===== config.mk =====
export PLATFORM = sky130hd
export DESIGN_NAME = median_frame_arbiter_flat
export DESIGN_NICKNAME = d
export VERILOG_FILES = /design/src/rtl/median_frame_arbiter_if.sv /design/src/rtl/median_frame_arbiter.sv /design/src/flat_wrapper.sv
export SDC_FILE = /design/constraint.sdc
export NUM_CORES = 1
export LEC_CHECK = 0
export BUFFER_PORTS_ARGS = -buffer_cell sky130_fd_sc_hd__buf_2
export CORE_MARGIN = 2
export CORE_UTILIZATION = 45
export CTS_CLUSTER_SIZE = 16
export DETAILED_ROUTE_END_ITERATION = 7
export PLACE_DENSITY = 0.77
export SLEW_MARGIN = 30
export SYNTH_ARGS = -nofsm -noshare
export SYNTH_HDL_FRONTEND = slang
export SYNTH_SLANG_ARGS = --single-unit
export TNS_END_PERCENT = 30

===== constraint.sdc =====
create_clock -name clk -period 2.4 [get_ports clk]
set_input_delay 0.24 -clock clk [delete_from_list [all_inputs] [get_ports clk]]
set_output_delay 0.24 -clock clk [all_outputs]
set_load 0.01 [all_outputs]

===== src/rtl/median_frame_arbiter_if.sv =====
// median_frame_arbiter_if: one 8-bit AXI4-Stream pixel link.
// tUser marks start of frame, tLast marks end of line.
interface median_frame_arbiter_if;
  logic [7:0] tData;
  logic       tValid;
  logic       tReady;
  logic       tUser;
  logic       tLast;

  modport master (output tData, output tValid, output tUser, output tLast, input tReady);
  modport slave  (input tData, input tValid, input tUser, input tLast, output tReady);
endinterface


===== src/rtl/median_frame_arbiter.sv =====
// median_frame_arbiter: shares one median filter between two 8-bit pixel
// streams, granting whole frames round-robin and regenerating SOF/EOL
// markers from its own column/row counters.
// Optional feature: define MEDIAN_ARB_FLUSH_EN to append FLUSH_LEN beats of
// FLUSH_VALUE after every frame so the filter line buffer drains.
module median_frame_arbiter #(
  parameter int         WIDTH       = 240,
  parameter int         HEIGHT      = 200,
  parameter logic [7:0] FLUSH_VALUE = 8'h00,
  parameter int         FLUSH_LEN   = 2*WIDTH+3
) (
  input  logic                  clk,
  input  logic                  reset,
  median_frame_arbiter_if.slave  AXIS_In0,
  median_frame_arbiter_if.slave  AXIS_In1,
  median_frame_arbiter_if.master AXIS_Out,
  output logic                  grant_id,
  output logic                  busy,
  output logic                  frame_done,
  output logic                  fmt_err
);

  localparam int COL_W = (WIDTH  > 1) ? $clog2(WIDTH)  : 1;
  localparam int ROW_W = (HEIGHT > 1) ? $clog2(HEIGHT) : 1;
  localparam logic [COL_W-1:0] COL_LAST = COL_W'(WIDTH - 1);
  localparam logic [ROW_W-1:0] ROW_LAST = ROW_W'(HEIGHT - 1);
`ifdef MEDIAN_ARB_FLUSH_EN
  localparam int FL_W = $clog2(FLUSH_LEN + 1);
  localparam logic [FL_W-1:0] FL_LAST = FL_W'(FLUSH_LEN - 1);
`endif

  typedef enum logic [1:0] {
    IDLE,
    GRANT
`ifdef MEDIAN_ARB_FLUSH_EN
    , FLUSH
`endif
  } state_t;

  state_t           state;
  logic [COL_W-1:0] col;
  logic [ROW_W-1:0] row;
  logic             last_grant;
`ifdef MEDIAN_ARB_FLUSH_EN
  logic [FL_W-1:0]  flush_cnt;
`endif

  logic [7:0] sel_data;
  logic       sel_valid;
  logic       sel_user;
  logic       sel_last;
  logic       col_is_last;
  logic       at_origin;
  logic       out_hs;
  logic       elig0;
  logic       elig1;
  logic       next_gid;
  logic       in0_ready;
  logic       in1_ready;

  // Select the granted source and derive the counter-based markers and arbitration pick.
  always_comb begin
    sel_data    = grant_id ? AXIS_In1.tData  : AXIS_In0.tData;
    sel_valid   = grant_id ? AXIS_In1.tValid : AXIS_In0.tValid;
    sel_user    = grant_id ? AXIS_In1.tUser  : AXIS_In0.tUser;
    sel_last    = grant_id ? AXIS_In1.tLast  : AXIS_In0.tLast;
    col_is_last = (col == COL_LAST);
    at_origin   = (col == '0) && (row == '0);
    out_hs      = sel_valid && AXIS_Out.tReady;
    elig0       = AXIS_In0.tValid && AXIS_In0.tUser;
    elig1       = AXIS_In1.tValid && AXIS_In1.tUser;
    next_gid    = (elig0 && elig1) ? ~last_grant : elig1;
  end

  // Output mux: zero-latency pass-through while granted, flush filler while draining, ungranted sources drop non-SOF beats and hold SOF.
  always_comb begin
    AXIS_Out.tData  = FLUSH_VALUE;
    AXIS_Out.tValid = 1'b0;
    AXIS_Out.tUser  = 1'b0;
    AXIS_Out.tLast  = 1'b0;
    in0_ready       = AXIS_In0.tValid && !AXIS_In0.tUser;
    in1_ready       = AXIS_In1.tValid && !AXIS_In1.tUser;
    case (state)
      GRANT: begin
        AXIS_Out.tData  = sel_data;
        AXIS_Out.tValid = sel_valid;
        AXIS_Out.tUser  = at_origin;
        AXIS_Out.tLast  = col_is_last;
        if (grant_id) begin
          in1_ready = AXIS_Out.tReady;
        end else begin
          in0_ready = AXIS_Out.tReady;
        end
      end
`ifdef MEDIAN_ARB_FLUSH_EN
      FLUSH: begin
        AXIS_Out.tData  = FLUSH_VALUE;
        AXIS_Out.tValid = 1'b1;
        AXIS_Out.tLast  = col_is_last;
      end
`endif
      default: ;
    endcase
  end

  assign AXIS_In0.tReady = in0_ready;
  assign AXIS_In1.tReady = in1_ready;

  // Frame-level FSM: arbitrate in IDLE, count the granted frame, optionally drain, and flag marker mismatches.
  always_ff @(posedge clk) begin
    if (reset) begin
      state      <= IDLE;
      col        <= '0;
      row        <= '0;
      last_grant <= 1'b1;
      grant_id   <= 1'b0;
      busy       <= 1'b0;
      frame_done <= 1'b0;
      fmt_err    <= 1'b0;
`ifdef MEDIAN_ARB_FLUSH_EN
      flush_cnt  <= '0;
`endif
    end else begin
      frame_done <= 1'b0;
      case (state)
        IDLE: begin
          if (elig0 || elig1) begin
            grant_id <= next_gid;
            busy     <= 1'b1;
            state    <= GRANT;
          end
        end
        GRANT: begin
          if (out_hs) begin
            if ((sel_last != col_is_last) || (sel_user && !at_origin)) begin
              fmt_err <= 1'b1;
            end
            if (col_is_last) begin
              col <= '0;
              if (row == ROW_LAST) begin
                row        <= '0;
                last_grant <= grant_id;
`ifdef MEDIAN_ARB_FLUSH_EN
                state      <= FLUSH;
                flush_cnt  <= '0;
`else
                state      <= IDLE;
                busy       <= 1'b0;
                frame_done <= 1'b1;
`endif
              end else begin
                row <= row + 1'b1;
              end
            end else begin
              col <= col + 1'b1;
            end
          end
        end
`ifdef MEDIAN_ARB_FLUSH_EN
        FLUSH: begin
          if (AXIS_Out.tReady) begin
            col <= col_is_last ? '0 : col + 1'b1;
            if (flush_cnt == FL_LAST) begin
              state      <= IDLE;
              busy       <= 1'b0;
              frame_done <= 1'b1;
              col        <= '0;
              flush_cnt  <= '0;
            end else begin
              flush_cnt <= flush_cnt + 1'b1;
            end
          end
        end
`endif
        default: state <= IDLE;
      endcase
    end
  end

endmodule


===== src/flat_wrapper.sv =====
// flat-port wrapper written by rule: the top's interface ports become plain ports
module median_frame_arbiter_flat 
#(
  parameter int         WIDTH       = 240,
  parameter int         HEIGHT      = 200,
  parameter logic [7:0] FLUSH_VALUE = 8'h00,
  parameter int         FLUSH_LEN   = 2*WIDTH+3
)
  (clk, reset, grant_id, busy, frame_done, fmt_err, AXIS_In0_tData, AXIS_In0_tValid, AXIS_In0_tUser, AXIS_In0_tLast, AXIS_In0_tReady, AXIS_In1_tData, AXIS_In1_tValid, AXIS_In1_tUser, AXIS_In1_tLast, AXIS_In1_tReady, AXIS_Out_tData, AXIS_Out_tValid, AXIS_Out_tUser, AXIS_Out_tLast, AXIS_Out_tReady);
  median_frame_arbiter_if AXIS_In0_i ();
  median_frame_arbiter_if AXIS_In1_i ();
  median_frame_arbiter_if AXIS_Out_i ();
  input  logic clk;
  input  logic reset;
  output logic grant_id;
  output logic busy;
  output logic frame_done;
  output logic fmt_err;
  input wire logic [$bits(AXIS_In0_i.tData)-1:0] AXIS_In0_tData;
  input wire logic [$bits(AXIS_In0_i.tValid)-1:0] AXIS_In0_tValid;
  input wire logic [$bits(AXIS_In0_i.tUser)-1:0] AXIS_In0_tUser;
  input wire logic [$bits(AXIS_In0_i.tLast)-1:0] AXIS_In0_tLast;
  output wire logic [$bits(AXIS_In0_i.tReady)-1:0] AXIS_In0_tReady;
  input wire logic [$bits(AXIS_In1_i.tData)-1:0] AXIS_In1_tData;
  input wire logic [$bits(AXIS_In1_i.tValid)-1:0] AXIS_In1_tValid;
  input wire logic [$bits(AXIS_In1_i.tUser)-1:0] AXIS_In1_tUser;
  input wire logic [$bits(AXIS_In1_i.tLast)-1:0] AXIS_In1_tLast;
  output wire logic [$bits(AXIS_In1_i.tReady)-1:0] AXIS_In1_tReady;
  output wire logic [$bits(AXIS_Out_i.tData)-1:0] AXIS_Out_tData;
  output wire logic [$bits(AXIS_Out_i.tValid)-1:0] AXIS_Out_tValid;
  output wire logic [$bits(AXIS_Out_i.tUser)-1:0] AXIS_Out_tUser;
  output wire logic [$bits(AXIS_Out_i.tLast)-1:0] AXIS_Out_tLast;
  input wire logic [$bits(AXIS_Out_i.tReady)-1:0] AXIS_Out_tReady;
  assign AXIS_In0_i.tData = AXIS_In0_tData;
  assign AXIS_In0_i.tValid = AXIS_In0_tValid;
  assign AXIS_In0_i.tUser = AXIS_In0_tUser;
  assign AXIS_In0_i.tLast = AXIS_In0_tLast;
  assign AXIS_In0_tReady = AXIS_In0_i.tReady;
  assign AXIS_In1_i.tData = AXIS_In1_tData;
  assign AXIS_In1_i.tValid = AXIS_In1_tValid;
  assign AXIS_In1_i.tUser = AXIS_In1_tUser;
  assign AXIS_In1_i.tLast = AXIS_In1_tLast;
  assign AXIS_In1_tReady = AXIS_In1_i.tReady;
  assign AXIS_Out_tData = AXIS_Out_i.tData;
  assign AXIS_Out_tValid = AXIS_Out_i.tValid;
  assign AXIS_Out_tUser = AXIS_Out_i.tUser;
  assign AXIS_Out_tLast = AXIS_Out_i.tLast;
  assign AXIS_Out_i.tReady = AXIS_Out_tReady;
  median_frame_arbiter #(.WIDTH(WIDTH), .HEIGHT(HEIGHT), .FLUSH_VALUE(FLUSH_VALUE), .FLUSH_LEN(FLUSH_LEN)) u_core (.clk(clk), .reset(reset), .AXIS_In0(AXIS_In0_i), .AXIS_In1(AXIS_In1_i), .AXIS_Out(AXIS_Out_i), .grant_id(grant_id), .busy(busy), .frame_done(frame_done), .fmt_err(fmt_err));
endmodule

==> results by group, run 1 <==
Status
  – Status: finished, final reports clean

Clock tree
  – Resized Gates After CTS: 0
  – Clock sink count: 21
  – Clk Latency, worst-skew pair: 0.31 ns
  – Reg clk slew, reported paths: 0.12 ns
  – CTS Root Buffer Type: clkbuf_4
  – H-tree Lvls: 1
  – Clk buf depth: 2
  – CTS buffer count: 3
  – CTS tree: built
  – Setup bufs post-CTS: 0
  – Hold_buf cts: 0

Critical path
  – Worst reg2reg endpoint: u_core.row[3]$_SDFFE_PP0P_
  – Element type at the critical path start: flop
  – Critical Path End Type: output pin
  – Setup slack, reg-to-reg: 0.46 ns
  – Worst R2R Start: u_core.col[0]$_SDFFE_PP0P_
  – R2R depth: 5
  – Critical path class: reg -> out
  – Crit path DAT: 1.78 ns
  – CP Max Fanout: 5
  – Worst Path Required: 2.16 ns

Routing
  – 1st-iter DRT viols: 64
  – # DRC: 0
  – Max Used Layer: met4
  – Final WL: 3240 um
  – Met3 wire length: 261 um
  – WL/cell: 13.6 um
  – Vias: 1,386
  – Pre-antenna DRT Iters: 4
  – M1 WL: 1370 um
  – Post-DRT Antenna Nets: 0
  – Met2 WL post-DR: 1570 um
  – Via/cell ratio: 5.82

STA
  – Hold_ws: 0.235 ns
  – Worst-margin pin slew: 0.456 ns
  – Worst slew margin relative to its limit: 0.687
  – Final hold violation count: 0
  – Final Skew: 0.00240 ns
  – Slew Viols, Final: 0
  – Post-layout min period: 2.02 ns
  – Final period utilization: 0.844
  – Max Freq: 494 MHz
  – RSZ-0062 raised after global routing: false
  – Setup TNS: 0 ns
  – Setup ws final: 0.375 ns
  – Final-report setup violation count: 0

Floorplanning
  – I/O pins: 42
  – Die H: 59.7 um
  – Die Footprint: 0.00356 mm^2
  – Initial core utilization: 0.465
  – Die width: 59.7 um
  – Rows: 20
  – Core area: 0.00300 mm^2

Placed design
  – Post-Place Cells: 234
  – Dpl hpwl: 2450 um
  – Placer congestion estimate: 0.814
  – IO Port Bufs: 41
  – DP Worst Slack: 0.475 ns

Job
  – Max-cap violations: 0

Layout
  – Antenna fix cells: 0
  – Final #Nets: 235
  – Post-Layout Cell Count: 238
  – Most common cell after layout, fill and taps aside: buf_2
  – Area delta synth->final: 15.2%
  – Layout cells sized above 1: 0.268
  – Most frequent cells in the layout: 41 x buf_2, 21 x dfxtp_1, 13 x nand2_1, 12 x mux2i_1, 12 x a21oi_1

Hold path
  – Worst min-delay path category: in -> reg
  – Hold Path Depth: 3
  – Hold EP: u_core.grant_id$_SDFFE_PP0P_
  – Hold Crit Start: AXIS_In1_tUser

Power
  – Pwr/cell area: 407 mW/mm^2
  – Maximum vdd drop: 0.000189 V
  – Leakage: 0.000640 uW
  – Total power: 654 uW

Logic synthesis
  – Yosys warning total: 0
  – EDFF count, synth: 0
  – Synthesized area: 0.00140 mm^2
  – Gate Count Post-Synth: 167
  – Post-Synthesis Net Count: 196
  – Syn Area/Cell: 8.36 um^2
  – Synth top area share: 0.301
  – Yosys cell types: 46
  – Ys flop type: dfxtp_1
  – Top cells by area, synth: dfxtp_1 30%, mux2i_1 8.6%, a21oi_1 4.3%, ha_1 3.6%, nor2b_1 3.6%
  – Sequential-to-total area share from yosys stat: 0.301
  – Cell taking the most area after synthesis: dfxtp_1
  – Fraction of registers with async set/reset: 0
  – Flops & latches, synth: 21

Global routing
  – Vias in the first global route: 1,206
  – Gr ovfl total: 0
  – Initial antenna violation count: 0
  – Largest net degree at the start of global routing: 25
  – First-pass GRT wire length: 5060 um
  – All-Layer GR Usage: 0.186
-- per-stage QoR --
| stage | instance area, um^2 | util |
|---|---|---|
| floorplan | 1400 | - |
| global placement | 1580 | 0.527 |
| detailed placement | 1580 | 0.527 |
| CTS | 1610 | 0.536 |
| global route | 1610 | 0.536 |
| finish | 1610 | 0.536 |
-- cells in the mapped netlist (all sizes together) (3+ instances only) --
library cell and n:
nand4 5, a21oi 12, dfxtp 21, nor2b 8
or3 4, o21ai 8, mux2i 12, xnor2 5
nor3 10, ha 4, or4 3, nand2 13
nor2 7, and2 3, nand3 9, clkbuf 6
inv 8, nor4 4
-- state kept, by name, indices dropped and copies added, names as in the netlist --
register / flops
u_core.col: 8
u_core.grant_id: 1
u_core.frame_done: 1
u_core.row: 8
u_core.last_grant: 1
u_core.fmt_err: 1
u_core.state: 1
-- power breakdown --
| group | switching (uW) | internal, uW |
|---|---|---|
| Sequential | 3.76 | 353 |
| Clock | 110 | 65.0 |
| Combinational | 65.6 | 57.1 |
-- routing by layer --
metal,up-vias,GRT usage
met3,3,0.0216
met2,58,0.352
met5,-,0
met4,0,0.0667
met1,637,0.212
li1,688,-
-- layout make-up --
cell class / instances / area (um^2)
Clock buffer: 4 / 26.3
Fill cell: 291 / 1390
Tap cell: 33 / 41.3
Multi-Input combinational cell: 129 / 871
Sequential cell: 21 / 420
Timing Repair Buffer: 43 / 220
Inverter: 8 / 30.0
-- worst max-delay path, cell delays in order, from the launching register on --
cell and delay (ns):
dfxtp_1 0.37, or4_1 0.53, nor4_1 0.19, and4_1 0.25
buf_2 0.14
-- kinds of logic (layout without fill, tap and decap cells) --
logic type               after synthesis  in the layout  synth area share
XOR/XNOR                               6              6            0.0376
AND/OR/NAND/NOR                       78             78             0.332
AO/OA/AOI/OAI                         28             28             0.122
multiplexers                          13             13            0.0968
adder cells (fa/ha/maj)                4              4            0.0358
flip-flops                            21             21             0.301
buffers and inverters                 17             55            0.0753
-- worst max-delay path by stage --
stage / startpoint / to / slack, ns / cells after the start
2_1_floorplan: u_core.col[0]$_SDFFE_PP0P_ / u_core.row[5]$_SDFFE_PP0P_ / 0.76 / 5
3_3_place_gp: u_core.col[0]$_SDFFE_PP0P_ / u_core.row[3]$_SDFFE_PP0P_ / 0.60 / 5
3_5_place_dp: u_core.col[0]$_SDFFE_PP0P_ / u_core.row[3]$_SDFFE_PP0P_ / 0.48 / 5
4_1_cts: u_core.col[7]$_SDFFE_PP0P_ / AXIS_Out_tUser / 0.38 / 4
5_1_grt: u_core.col[0]$_SDFFE_PP0P_ / u_core.row[3]$_SDFFE_PP0P_ / 0.27 / 5
6_report: u_core.col[7]$_SDFFE_PP0P_ / AXIS_Out_tUser / 0.38 / 4
Power figures use the tool's default switching activity.
==> inputs of run 2 (changes only) <==
--- a/config.mk
+++ b/config.mk
@@ -5,12 +5,13 @@
 export SDC_FILE = /design/constraint.sdc
 export NUM_CORES = 1
 export LEC_CHECK = 0
+export ABC_AREA = 1
 export BUFFER_PORTS_ARGS = -buffer_cell sky130_fd_sc_hd__buf_2
 export CORE_MARGIN = 2
 export CORE_UTILIZATION = 45
 export CTS_CLUSTER_SIZE = 16
 export DETAILED_ROUTE_END_ITERATION = 7
-export PLACE_DENSITY = 0.77
+export PLACE_DENSITY = 0.8
 export SLEW_MARGIN = 30
 export SYNTH_ARGS = -nofsm -noshare
 export SYNTH_HDL_FRONTEND = slang
==> constraint.sdc (replaced) <==
create_clock -name clk -period 1.8 [get_ports clk]
set_input_delay 0.18 -clock clk [delete_from_list [all_inputs] [get_ports clk]]
set_output_delay 0.18 -clock clk [all_outputs]
set_load 0.01 [all_outputs]
==> run 2 against run 1 <==
Sequential cell count unchanged; sequential share of layout area down 1.3 points; clock power up 33%; total power up 34%; clock skew up 0.0021 ns; register-to-register slack worse by 0.25 ns; via count up 12%; sequential power up 34%; global-route usage up 1.2 points; first-iteration DRC count down 11%; critical path depth up 2; non-clock buffer count up 2; critical path type unchanged.
==> results by group, run 2 <==
Logic synthesis
  – Ys flop type: dfxtp_1
  – Yosys warning total: 0
  – Top cells by area, synth: dfxtp_1 30%, nand2_1 20%, nor2_1 7.5%, inv_1 7.2%, a21oi_1 7.1%
  – Synth top area share: 0.298
  – Post-Synthesis Net Count: 260
  – Syn Area/Cell: 6.10 um^2
  – Top-count cell post-synth: nand2_1
  – Flops & latches, synth: 21
  – Synth top cells by count: 75 x nand2_1, 28 x nor2_1, 27 x inv_1
  – Gate Count Post-Synth: 231
  – Synthesized area: 0.00141 mm^2
  – Fraction of registers with async set/reset: 0
  – Sequential-to-total area share from yosys stat: 0.298
  – Yosys cell types: 31
  – EDFF count, synth: 0
  – Cell taking the most area after synthesis: dfxtp_1

Critical path
  – Crit-path cells: ha_1 > nand2_2 > nor2_2 > nand2_2 > nor2_2 > buf_2
  – CP Max Fanout: 5
  – Slowest cell delay on critical path: 0.38 ns
  – Crit path DAT: 1.49 ns
  – Top delay family on crit path: simple AND/OR/NAND/NOR gates
  – Critical Path End Type: output pin
  – Buffers and inverters on the worst path: 1
  – Element type at the critical path start: flop
  – Worst Path Required: 1.62 ns
  – Critical path class: reg -> out
  – Worst path slowest cell: dfxtp_1

Layout
  – Number of fill cells: 308
  – Final #Nets: 304
  – Layout cells sized above 1: 0.237
  – Biggest regs: u_core.col (8), u_core.row (8)
  – Most frequent cells in the layout: 75 x nand2_1, 41 x buf_2, 28 x nor2_1, 27 x inv_1, 21 x dfxtp_1
  – Final Util: 0.560
  – Most common cell after layout, fill and taps aside: nand2_1
  – Antenna fix cells: 0
  – Area delta synth->final: 20.2%

Global routing
  – Gr ovfl total: 0
  – Vias in the first global route: 1,388
  – Initial antenna violation count: 0
  – First-pass GRT wire length: 5540 um
  – All-Layer GR Usage: 0.198
  – Largest net degree at the start of global routing: 13

Clock tree
  – CTS Root Buffer Type: clkbuf_4
  – Resized Gates After CTS: 0
  – Clk buf depth: 2
  – Reg clk slew, reported paths: 0.12 ns
  – Clk Latency, worst-skew pair: 0.31 ns
  – Setup bufs post-CTS: 0
  – Hold_buf cts: 0
  – CTS tree: built
  – CTS buffer count: 3
  – Clock sink count: 21
  – H-tree Lvls: 1

Power
  – Pwr/cell area: 519 mW/mm^2
  – Leakage: 0.000815 uW
  – Maximum vdd drop: 0.000303 V

Routing
  – Final WL: 3320 um
  – WL/cell: 10.4 um
  – Via/cell ratio: 4.87
  – 1st-iter DRT viols: 57
  – Vias: 1,548
  – # DRC: 0
  – Post-DRT Antenna Nets: 0
  – Pre-antenna DRT Iters: 4

Placed design
  – Placer congestion estimate: 0.865
  – IO Port Bufs: 41
  – Dpl hpwl: 2630 um

STA
  – Post-layout min period: 1.67 ns
  – Worst-margin pin slew: 0.439 ns
  – Final hold violation count: 0
  – Slew Viols, Final: 0
  – Max Freq: 600 MHz
  – Worst slew margin relative to its limit: 0.707
  – Final Skew: 0.00454 ns
  – Final period utilization: 0.925
  – Setup TNS: 0 ns
  – Final-report setup violation count: 0
  – RSZ-0062 raised after global routing: false

Hold path
  – Worst min-delay path category: in -> reg

Floorplanning
  – Die width: 60.0 um
  – Die H: 60.0 um
  – Die Footprint: 0.00360 mm^2
  – I/O pins: 42
  – Initial core utilization: 0.466
  – Rows: 20
  – Core area: 0.00303 mm^2

Job
  – Max-cap violations: 0

Status
  – Status: finished, final reports clean
-- run 2: changes by cell type after synthesis, moves of 3 or more --
cell,previous run,this run
a21oi_1,12,20
inv_1,8,27
mux2i_1,12,0
nand2_1,13,75
nand3_1,9,14
nor2_1,7,28
nor2_2,0,3
nor2b_1,8,0
nor3_1,10,1
nor4_1,4,0
or4_1,3,0
xnor2_1,5,0
-- run 2: power by group --
part / leakage [uW] / switching, uW / internal, uW / total, uW
Combinational: 0.000631 / 101 / 69.5 / 171
Clock: 0.0000150 / 146 / 86.6 / 233
Sequential: 0.000170 / 5.25 / 471 / 476
-- run 2: area by class of cell --
| type | instances | area (um^2) | area share |
|---|---|---|---|
| clock buffers | 4 | 26.3 | 0.0155 |
| inverters | 30 | 114 | 0.0672 |
| multi-input cells | 174 | 845 | 0.498 |
| flip-flops and latches | 21 | 420 | 0.248 |
| well taps | 44 | 55.1 | 0.0325 |
| repair buffers | 45 | 235 | 0.139 |
-- run 2: worst paths after layout --
check,slack [ns],endpoint,cells past startpoint,start
min,0.17,u_core.row[4]$_SDFFE_PP0P_,2,reset
max,0.13,AXIS_Out_tLast,6,u_core.col[0]$_SDFFE_PP0P_
max reg2reg,0.21,u_core.row[6]$_SDFFE_PP0P_,8,u_core.row[0]$_SDFFE_PP0P_
min reg2reg,0.46,u_core.fmt_err$_SDFFE_PP0P_,2,u_core.fmt_err$_SDFFE_PP0P_
-- run 2: per-layer routing --
metal / vias to the layer above / GRT usage / part of all wire
met4: 0 / 0.0667 / 0.016
met1: 679 / 0.237 / 0.46
met5: - / 0 / 0
li1: 816 / - / -
met2: 48 / 0.362 / 0.45
met3: 5 / 0.0238 / 0.071
-- run 2: worst reg2reg max path, cell delays in order (launching register included) --
cell and delay (ns):
dfxtp_1 0.39, ha_1 0.18, nand2_1 0.07, inv_1 0.14, nand2_1 0.06, nor2_1 0.20, inv_1 0.13, o21ai_2 0.24
nor2_1 0.08
-- run 2: per-stage QoR --
step	power (uW)	instances	hold WS (ns)	cell area (um^2)	worst slack (ns)
6_report	879	318	0.165	1700	0.135
5_1_grt	925	318	0.186	1700	0.00464
4_1_cts	888	318	0.156	1700	0.113
3_5_place_dp	657	314	0.447	1670	0.214
3_3_place_gp	656	314	0.433	1670	0.228
2_1_floorplan	588	231	0.435	1410	0.473
-- run 2: cell families (layout without fill, tap and decap cells) --
family | Yosys count | count (layout) | share of synthesized area
simple gates | 134 | 134 | 0.414
buf+inv | 36 | 79 | 0.103
fa+ha+maj | 4 | 4 | 0.0355
xor+xnor | 1 | 1 | 0.00621
compound gates | 35 | 35 | 0.143
flops | 21 | 21 | 0.298
